`src/rtl/alu_arbiter.sv`:
```
// Round-robin arbiter sharing one 16-bit ALU between requesters A and B.
// Optional divide-by-zero trap enabled by defining ALU_ARB_DIV0_TRAP_EN.
module alu_arbiter (
    input  logic        clk,
    input  logic        rst,
    input  logic        req_a,
    input  logic        req_b,
    input  logic [3:0]  opcode_a,
    input  logic [3:0]  opcode_b,
    input  logic        ar_a,
    input  logic        ar_b,
    input  logic [15:0] src1_a,
    input  logic [15:0] src2_a,
    input  logic [15:0] src1_b,
    input  logic [15:0] src2_b,
    output logic        gnt_a,
    output logic        gnt_b,
    output logic        done_a,
    output logic        done_b,
    output logic [15:0] result,
    output logic [3:0]  res_flags,
    output logic        err,
    output logic        busy,
    output logic [3:0]  alu_opcode,
    output logic        alu_ar_flag,
    output logic [15:0] alu_src1,
    output logic [15:0] alu_src2,
    output logic        alu_out_en,
    input  logic [15:0] alu_out,
    input  logic [3:0]  alu_flags
);

    typedef enum logic [1:0] {
        IDLE  = 2'd0,
        ISSUE = 2'd1,
        WAIT  = 2'd2,
        DONE  = 2'd3
    } state_t;

    state_t      state;
    state_t      state_nxt;

    // owner/last: 0 = A, 1 = B
    logic        owner;
    logic        last;

    logic [3:0]  opcode_q;
    logic        ar_q;
    logic [15:0] src1_q;
    logic [15:0] src2_q;

    logic        any_req;
    logic        pick_b;
    logic        grant;
    logic        trap;
    logic [3:0]  sel_opcode;
    logic        sel_ar;
    logic [15:0] sel_src1;
    logic [15:0] sel_src2;

    assign any_req = req_a | req_b;

    // B wins when alone, or on contention when A was served last
    assign pick_b = req_b & (~req_a | ~last);

    assign grant = (state == IDLE) & any_req;

    assign sel_opcode = pick_b ? opcode_b : opcode_a;
    assign sel_ar     = pick_b ? ar_b     : ar_a;
    assign sel_src1   = pick_b ? src1_b   : src1_a;
    assign sel_src2   = pick_b ? src2_b   : src2_a;

`ifdef ALU_ARB_DIV0_TRAP_EN
    assign trap = grant & (sel_opcode == 4'b0110) & (sel_src2 == 16'd0);
`else
    assign trap = 1'b0;
`endif

    // State register
    always_ff @(posedge clk or negedge rst) begin
        if (!rst) begin
            state <= IDLE;
        end else begin
            state <= state_nxt;
        end
    end

    // Next-state sequencing through issue, wait and done
    always_comb begin
        state_nxt = state;
        unique case (state)
            IDLE: begin
                if (trap) begin
                    state_nxt = DONE;
                end else if (any_req) begin
                    state_nxt = ISSUE;
                end
            end
            ISSUE:   state_nxt = WAIT;
            WAIT:    state_nxt = DONE;
            DONE:    state_nxt = IDLE;
            default: state_nxt = IDLE;
        endcase
    end

    // Latch winner, round-robin pointer and operands at the grant edge
    always_ff @(posedge clk or negedge rst) begin
        if (!rst) begin
            owner    <= 1'b0;
            last     <= 1'b1;
            opcode_q <= 4'd0;
            ar_q     <= 1'b0;
            src1_q   <= 16'd0;
            src2_q   <= 16'd0;
        end else if (grant) begin
            owner    <= pick_b;
            last     <= pick_b;
            opcode_q <= sel_opcode;
            ar_q     <= sel_ar;
            src1_q   <= sel_src1;
            src2_q   <= sel_src2;
        end
    end

    // Capture ALU result after ISSUE and registered flags after WAIT
    always_ff @(posedge clk or negedge rst) begin
        if (!rst) begin
            result    <= 16'd0;
            res_flags <= 4'd0;
        end else if (state == ISSUE) begin
            result    <= alu_out;
        end else if (state == WAIT) begin
            res_flags <= alu_flags;
        end else if (trap) begin
            result    <= 16'hFFFF;
            res_flags <= 4'd0;
        end
    end

`ifdef ALU_ARB_DIV0_TRAP_EN
    logic err_q;

    // Trap flag set on a trapped grant, cleared by any issued operation
    always_ff @(posedge clk or negedge rst) begin
        if (!rst) begin
            err_q <= 1'b0;
        end else if (trap) begin
            err_q <= 1'b1;
        end else if (state == ISSUE) begin
            err_q <= 1'b0;
        end
    end

    assign err = err_q;
`else
    assign err = 1'b0;
`endif

    // Handshake outputs decoded from state and owner
    always_comb begin
        busy   = (state != IDLE);
        gnt_a  = busy & ~owner;
        gnt_b  = busy & owner;
        done_a = (state == DONE) & ~owner;
        done_b = (state == DONE) & owner;
    end

    // ALU port drive: zero while idle, latched operands otherwise
    always_comb begin
        alu_opcode  = 4'd0;
        alu_ar_flag = 1'b0;
        alu_src1    = 16'd0;
        alu_src2    = 16'd0;
        alu_out_en  = (state == ISSUE);
        if (state != IDLE) begin
            alu_opcode  = opcode_q;
            alu_ar_flag = ar_q;
            alu_src1    = src1_q;
            alu_src2    = src2_q;
        end
    end

endmodule

```
`config.mk`:
```
export PLATFORM = sky130hd
export DESIGN_NAME = alu_arbiter
export DESIGN_NICKNAME = d
export VERILOG_FILES = /design/src/rtl/alu_arbiter.sv
export SDC_FILE = /design/constraint.sdc
export NUM_CORES = 1
export LEC_CHECK = 0
export BUFFER_PORTS_ARGS = -buffer_cell sky130_fd_sc_hd__buf_2
export CORE_MARGIN = 3
export CORE_UTILIZATION = 25
export CTS_BUF_LIST = sky130_fd_sc_hd__clkbuf_8
export DETAILED_ROUTE_END_ITERATION = 10
export PLACE_DENSITY = 0.59
export SLEW_MARGIN = 20
export SYNTH_ARGS = -nofsm -noshare
export SYNTH_HDL_FRONTEND = slang
export SYNTH_SLANG_ARGS = --single-unit
```
`constraint.sdc`:
```
create_clock -name clk -period 4.5 [get_ports clk]
set_input_delay 0.45 -clock clk [delete_from_list [all_inputs] [get_ports clk]]
set_output_delay 0.45 -clock clk [all_outputs]
set_load 0.01 [all_outputs]
```
==> metrics, run 1 <==
CTS tree built; gp weighted congestion slightly below 0.8; hold violation count in the final report 0; vias per cell 4.44; simple-gate portion of the synthesized area between 10% and 20%; Synth Area in Adders approximately 2.1%; leakage power 2.01 nW; Routed Antenna Nets 0; Total Routing Usage GR around an eighth; die span in y between 100 and 150 um; ANT cells 0; Hold Crit Class primary input to asynchronous set/reset pin; Syn Nets 416; cells after synthesis 313; CTS Buffer Depth 2; first-pass GRT wire length ~13 mm; fmax ~440 MHz; die area ~13,000 um^2; top_reg_cell synth dfrtp_1; CP max FO 35; Skew-Pair Late Insertion Delay between 0.3 and 0.4 ns; Netlist cell types 23; RSZ-0062 raised after global routing false; CP Launch Type flop; register area share after synthesis between 50% and 60%; Final Max Slew Viols 0; Starting Density between 20% and 30%; DR iter-0 viols approximately 130; most frequent cell after synthesis a21oi_1; TritonRoute pass-1 iters 4; CTS clk-pin slew, worst paths about 0.070 ns; area grow syn2layout 36.7%; remaining global-route overflow 0; Setup WS post-layout around 2.2 ns; outcome finished clean; Site Rows 39; initial antenna violation count 0; num ports 162; Yosys Warn Count 0; fin crit period ~2.3 ns; setup_tns 0 ns; flop and latch count out of synthesis between 60 and 70; drc violations 0; number of global-route vias before repair ~2,800; post-placement setup slack between 2 and 2.5 ns; mean post-synth cell area roughly 9.4 um^2; async set-reset flop share out of synthesis 100%; wire per inst about 13 um; Post-synth EDFFs 0; top cell type by total area after synthesis dfrtp_1; largest net degree at the start of global routing 62; # resized after CTS 0; Slew headroom 29.8%; CTS Root Buffer Type clkbuf_8; synthesized area between 2000 and 3000 um^2; Hold-fix buffers, CTS 0; CTS buffer count 9; layout cells sized above 1 a little over two fifths; count of input and output buffers between 150 and 200; Reg area ~1500 um^2; largest family of logic cells by synthesized area simple AND/OR/NAND/NOR gates; total number of vias 2,724; multi-input logic area approximately 1300 um^2; max-cap viol count 0; area share of the largest cell type after synthesis 50.9%; Synth Area in XOR/XNOR 0%; Synth area leaders dfrtp_1 (51%), a21oi_1 (13%), nor2b_1 (8.3%), mux2_2 (8.0%), nand2_1 (4.8%); total setup buffers inserted after CTS 0; PD cells about 730 nW/um^2; Crit. End Element output port; mux cell area share after synthesis 8.02%; drt total wl approximately 8 mm; WP data required ~4.1 ns; Worst EP arrival between 1.5 and 2 ns; Die W 115 um; worst-margin pin slew 1.05 ns; core area approximately 11,000 um^2; dpl hpwl 5.87 mm; Synth Area in Compound Gates between 10 and 15%; Final Cycle Share approximately half; crit path kind flop to output port; filler cell count 1,189; worst vdd ir 0.280 mV; CTS H-tree depth 3; fin nets around 570; most frequent cells after synthesis a21oi_1 (76), dfrtp_1 (60), nor2b_1 (39); Final setup viols 0; Fin Clk Skew 0.00876 ns; clk sinks 61
[area by class of cell]
cell class | instances | share of cell area [%]
inverter | 3 | 0.280
multi-input combinational | 227 | 32.1
timing repair buffer | 163 | 20.4
sequential | 61 | 37.9
clock buffer | 10 | 3.42
clock inverter | 6 | 1.37
tap | 143 | 4.44
[final timing paths]
kind | startpoint | end | slack (ns) | cells past startpoint
worst max register to register | state[0] | src2_q[0] | 2.48 | 6
max in group asynchronous | rst | src2_q[1] | 3.67 | 2
worst min register to register | res_flags[1] | res_flags[1] | 0.50 | 1
min in group clk | src2_a[9] | src2_q[9] | 0.34 | 3
worst min-delay path | rst | src2_q[3] | 0.26 | 2
worst max-delay path | state[0] | alu_opcode[0] | 2.21 | 5
[power breakdown]
part	internal (W)	leakage, nW	switching, W	total, W
Sequential	0.000836	0.693	0.000140	0.000976
Combinational	0.000665	1.21	0.000806	0.00147
Clock	0.000265	0.105	0.000209	0.000474
Total	0.00177	2.01	0.00116	0.00292
[logic make-up (layout without fill, tap and decap cells)]
kind of cell | Yosys count | in the layout
AOI/OAI and AO/OA | 82 | 82
buffers and inverters | 25 | 182
muxes | 21 | 21
and+or+nand+nor | 118 | 118
adders and majority gates | 5 | 5
other | 1 | 1
DFF | 61 | 61
[cell usage in the layout (no fill, tap or decap), types with 2 or more instances in the layout]
master and n:
ha_1 5, clkinv_2 2, mux2_2 21, buf_4 3, inv_1 5, dfrtp_1 60, nor2_1 38, a21oi_1 76
nor2b_1 39, buf_2 160, clkbuf_8 10, nand2_1 38
[worst max-delay path, stage by stage (launching register included)]
cell	delay, ns
dfrtp_1	0.40
inv_1	0.13
ha_1	0.30
buf_4	0.39
nor2b_1	0.11
buf_2	0.16
[per-layer routing]
metal / vias up / wire length (um) / global-route usage [%]
met5: - / 0 / 0
met4: 0 / 71 / 4.28
met3: 8 / 779 / 4.55
met2: 101 / 3920 / 21.7
met1: 1284 / 3310 / 15.1
li1: 1331 / - / -
[stage by stage]
stage | std cells | hold slack (ns) | cell area (um^2) | util (%) | power [W]
floorplan | 313 | 0.154 | 2950 | - | 0.00193
global placement | 597 | 0.488 | 3840 | 33.5 | 0.00246
detailed placement | 597 | 0.490 | 3840 | 33.5 | 0.00250
CTS | 613 | 0.291 | 4030 | 35.1 | 0.00299
global route | 613 | 0.318 | 4030 | 35.1 | 0.00321
finish | 613 | 0.264 | 4030 | 35.1 | 0.00292
[registers in the layout, indices dropped and copies added (netlist names)]
signal,flops
src2_q,16
src1_q,16
ar_q,1
res_flags,4
result,16
state,2
last,1
owner,1
opcode_q,4
Note: power is estimated with default switching activity, not from simulation.
==> inputs of run 2 (changes only) <==
- PLACE_DENSITY: 0.59 -> 0.61
- clock period: 4.5 -> 2 ns (I/O delays scaled with it)
==> run 2 against run 1 <==
Via count is 0.81% higher. Count of clock-buffer cells in the layout rose by 1. Die area unchanged. Global-route usage fell by 0.70 points. Setup slack worse by 2.0 ns. Wire length down 0.94%. Total power increased by 130%. Critical path depth down 1. Sequential cell count is the same. Cell area increased by 2.7%. Sequential power grew 120%. Clock skew is 0.00072 ns lower.
==> metrics, run 2 (same netlist as run 1, synthesis figures left out) <==
outcome finished clean; worst vdd ir 0.591 mV (+110%); CTS clk-pin slew, worst paths 0.07 ns (about the same); CTS tree built; placed cells 604 (+1.2%); die area 13,100 um^2 (unchanged); largest net degree at the start of global routing 41 (-34%); ANT cells 0 (unchanged); # resized after CTS 0 (unchanged); wire per inst 12.9 um (-2.2%); first-pass GRT wire length 12.6 mm (-5.8%); count of input and output buffers 160 (unchanged); top flop regs result (16), src1_q (16), src2_q (16); Hold Crit Class primary input to flop; RSZ-0062 raised after global routing false; CP max FO 6 (-83%); clk sinks 61 (unchanged); number of global-route vias before repair 2,742 (-2.7%); Site Rows 39 (unchanged); gp weighted congestion 0.761 (-1.7%); WP data required 2.22 ns (-1.83 ns); core area 11,500 um^2 (unchanged); hold violation count in the final report 0 (unchanged); CP Launch Type flop; dpl hpwl 6.04 mm (+2.9%); die span in y 115 um (unchanged); Reg area 1530 um^2 (unchanged); CTS buffer count 9 (unchanged); post-route insts no fill 621 (+1.3%); DR iter-0 viols 87 (-31%); num ports 162 (unchanged); max-cap viol count 0 (unchanged); leakage power 2.07 nW (+2.9%); post-placement setup slack 0.250 ns (-2.17 ns); filler cell count 1,205 (+1.3%); area grow syn2layout 40.3%; setup_tns 0 ns (unchanged); layout cells sized above 1 43.9% (+0.95 points); Final Max Slew Viols 0 (unchanged); Total Routing Usage GR 12.1% (-0.70 points); CTS H-tree depth 3 (unchanged); Final Cycle Share between 80% and 90%; Slew headroom 33.6% (+3.8 points); total setup buffers inserted after CTS 0 (unchanged); multi-input logic area 1290 um^2 (unchanged); crit path kind flop to flop; CTS Buffer Depth 2 (unchanged); Fin Clk Skew 0.00804 ns (-0.000720 ns); initial antenna violation count 0 (unchanged); placed cell area 3900 um^2 (+1.7%); worst-margin pin slew 0.992 ns (-0.0570 ns); drt total wl 8.00 mm (-0.94%); fmax approximately 570 MHz; Die W 115 um (unchanged); PD cells 1640 nW/um^2 (+130%); Routed Antenna Nets 0 (unchanged); CTS Root Buffer Type clkbuf_8; Worst EP arrival 1.96 ns (+0.12 ns); fin crit period about 1.7 ns; Skew-Pair Late Insertion Delay 0.33 ns (about the same); vias per cell 4.42 (-0.49%); Setup WS post-layout 0.257 ns (-1.96 ns); total power 0.00679 W (+130%); most frequent cells in the layout buf_2 (160), a21oi_1 (76), dfrtp_1 (60), nor2b_1 (39); Final setup viols 0 (unchanged); Crit. End Element flop; total number of vias 2,746 (+0.81%); TritonRoute pass-1 iters 6 (+2); fin nets 576 (+1.4%); drc violations 0 (unchanged); Starting Density 25.7% (unchanged); reg2reg setup slack 0.26 ns (-2.22 ns); commonest non-fill, non-tap cell in the layout buf_2; Final Cell Area 4140 um^2 (+2.7%); remaining global-route overflow 0 (unchanged)
run 2: stage by stage:
step	utilization [%]	hold WS [ns]
3_5_place_dp	34.0	0.238
6_report	36.1	0.0900
5_1_grt	36.1	0.0768
3_3_place_gp	34.0	0.231
4_1_cts	36.1	0.0630
2_1_floorplan	-	-0.0956
run 2: critical path, stage by stage, from the launching register on:
cell,delay [ns]
dfrtp_1,0.40
inv_1,0.13
ha_1,0.31
nor3b_1,0.40
mux2_2,0.38
run 2: power by group:
group | total, W | internal [W] | switching (W)
sequential | 0.00219 | 0.00188 | 0.000306
combinational | 0.00338 | 0.00156 | 0.00182
clock | 0.00123 | 0.000761 | 0.000468
run 2: routing by layer:
metal	routed length (um)	share of wire [%]	global-route usage (%)	vias to the layer above
met5	0	0	0	-
met4	138	1.7	5.54	0
met3	872	11	4.28	13
met2	3790	47	20.4	115
met1	3200	40	13.8	1262
li1	-	-	-	1356
run 2: path summary, 6_finish.rpt:
check                             start      endpoint  depth (start not counted)
setup / recovery               state[0]      state[1]                          4
hold / removal                src1_a[4]     src1_q[4]                          3
setup reg to reg               state[0]      state[1]                          4
hold reg to reg            res_flags[1]  res_flags[1]                          1
max in group asynchronous           rst    result[15]                          3
min in group asynchronous           rst     src1_q[8]                          3
run 2: repair_timing:
item,4_1_cts,5_1_grt
setup endpoints to repair,0,0
hold endpoints to repair,60,0
hold buffers,1,0
run 2: area by class of cell:
class,instances,share of cell area (%)
multi-input cells,227,31.3
clock buffers,11,3.66
repair buffers,171,21.7
clock inverters,5,1.78
inverters,3,0.272
flip-flops and latches,61,36.9
well taps,143,4.33
==> inputs of run 3 (changes only) <==
- PLACE_DENSITY: 0.61 -> 0.59
- clock period: 2 -> 2.2 ns (I/O delays scaled with it)
==> run 3 against run 2 <==
Cell area hardly changed. Non-clock buffer count is 1 lower. Combinational power is 8.0% lower. Global-route usage is 0.12 points higher. Setup slack improved by 0.11 ns. First-iteration DRC count is 18% higher. Critical endpoint is now alu_src2[1].
==> metrics, run 3 (same netlist as run 1, synthesis figures left out) <==
outcome finished clean; total setup buffers inserted after CTS 0 (unchanged); area grow syn2layout 40.2% (about the same); CTS clk-pin slew, worst paths 0.07 ns (about the same); final hold slack 0.116 ns (+0.0259 ns); CP Launch Type flop; die area 13,100 um^2 (unchanged); wire per inst 13.0 um (+0.65%); Worst EP arrival 1.61 ns (-0.35 ns); critical path's slowest cell dfrtp_1; drc violations 0 (unchanged); Die W 115 um (unchanged); max-cap viol count 0 (unchanged); TritonRoute pass-1 iters 4 (-2); largest net degree at the start of global routing 35 (-15%); initial antenna violation count 0 (unchanged); ANT cells 0 (unchanged); drt total wl 8.04 mm (+0.49%); fin nets 575 (-0.17%); CTS H-tree depth 3 (unchanged); clk sinks 61 (unchanged); Routed Antenna Nets 0 (unchanged); Crit. End Element output port; die span in y 115 um (unchanged); Skew-Pair Late Insertion Delay 0.33 ns (about the same); number of global-route vias before repair 2,716 (-0.95%); core area 11,500 um^2 (unchanged); worst vdd ir 0.684 mV (+16%); total number of vias 2,710 (-1.3%); Final Cycle Share ~83%; CP max FO 26 (+20); RSZ-0062 raised after global routing false; hold violation count in the final report 0 (unchanged); Site Rows 39 (unchanged); worst-margin pin slew 0.655 ns (-0.337 ns); filler cell count 1,186 (-1.6%); setup_tns 0 ns (unchanged); CTS Root Buffer Type clkbuf_8; CTS tree built; leakage power 2.07 nW (-0.24%); top flop regs result (16), src1_q (16), src2_q (16); Slew headroom 56.4% (+23 points); dpl hpwl 6.10 mm (+1.0%); first-pass GRT wire length 12.8 mm (+1.8%); crit path kind flop to output port; gp weighted congestion 0.754 (-1.0%); vias per cell 4.37 (-1.2%); count of input and output buffers 160 (unchanged); WP data required 1.98 ns (-0.24 ns); highest cell delay on the worst timing path 0.42 ns (+0.02 ns); layout cells sized above 1 43.6% (-0.33 points); Fin Clk Skew 0.0108 ns (+0.00277 ns); placed cells 603 (-0.17%); most frequent cells in the layout buf_2 (160), a21oi_1 (76), dfrtp_1 (60), nor2b_1 (39); CTS buffer count 9 (unchanged); post-route insts no fill 620 (-0.16%); Final setup viols 0 (unchanged); Total Routing Usage GR 12.2% (+0.12 points); num ports 162 (unchanged); Final Max Slew Viols 0 (unchanged); DR iter-0 viols 103 (+18%); Starting Density 25.7% (unchanged); fmax 547 MHz; remaining global-route overflow 0 (unchanged); PD cells 1470 nW/um^2 (-11%); CTS Buffer Depth 2 (unchanged); fin crit period ~1.8 ns; crit-path cells inv_1, ha_1, buf_4, nor2b_1, buf_2; Hold Crit Class primary input to flop; commonest non-fill, non-tap cell in the layout buf_2
-- run 3: per-layer routing --
metal  up-vias  track usage (%)  share of wire (%)
li1       1345                -                  -
met1      1254             14.4                 42
met2       105             20.9                 47
met3         6             4.92                9.5
met4         0             3.01                1.0
met5         -                0                  0
-- run 3: through the flow --
stage | power [W] | instance area (um^2) | setup WS (ns) | utilization [%]
after CTS | 0.00620 | 4130 | 0.353 | 36.1
after global placement | 0.00512 | 3930 | 0.580 | 34.3
after detailed placement | 0.00519 | 3930 | 0.505 | 34.3
after floorplan | 0.00395 | 2950 | 0.648 | -
final | 0.00606 | 4130 | 0.371 | 36.1
after global routing | 0.00665 | 4130 | 0.226 | 36.1
-- run 3: what timing repair did --
item,CTS,global route
resized for setup,0,0
hold buffers,1,0
endpoints found under the hold margin,27,0
-- run 3: path summary, 6_finish.rpt --
check,startpoint,endpoint,slack (ns),depth (start not counted)
setup / recovery,state[1],alu_src2[1],0.37,5
setup reg to reg,state[1],state[1],0.52,4
max in group asynchronous,rst,last,1.07,3
min in group asynchronous,rst,src2_q[4],0.45,2
hold reg to reg,result[6],result[6],0.50,1
hold / removal,alu_flags[3],res_flags[3],0.12,2
-- run 3: cell type report --
type,count,area (um^2),area share [%]
multi-input combinational,227,1290,31.3
tap,143,179,4.33
sequential,61,1530,37.0
inverter,3,11.3,0.272
clock inverter,6,55.1,1.33
clock buffer,10,138,3.33
timing repair buffer,170,928,22.5
-- run 3: worst max-delay path: cells and delay by family, from the launching register on --
| family | cells | cell delay [ns] |
|---|---|---|
| adder cells (fa/ha/maj) | 1 | 0.18 |
| buffers and inverters | 3 | 0.56 |
| AND/OR/NAND/NOR | 1 | 0.10 |
| flip-flops | 1 | 0.42 |
-- run 3: power by group --
group | internal, W | switching [W] | leakage, nW
Sequential | 0.00171 | 0.000280 | 0.693
Combinational | 0.00144 | 0.00167 | 1.27
Clock | 0.000542 | 0.000419 | 0.105
Total | 0.00369 | 0.00237 | 2.07
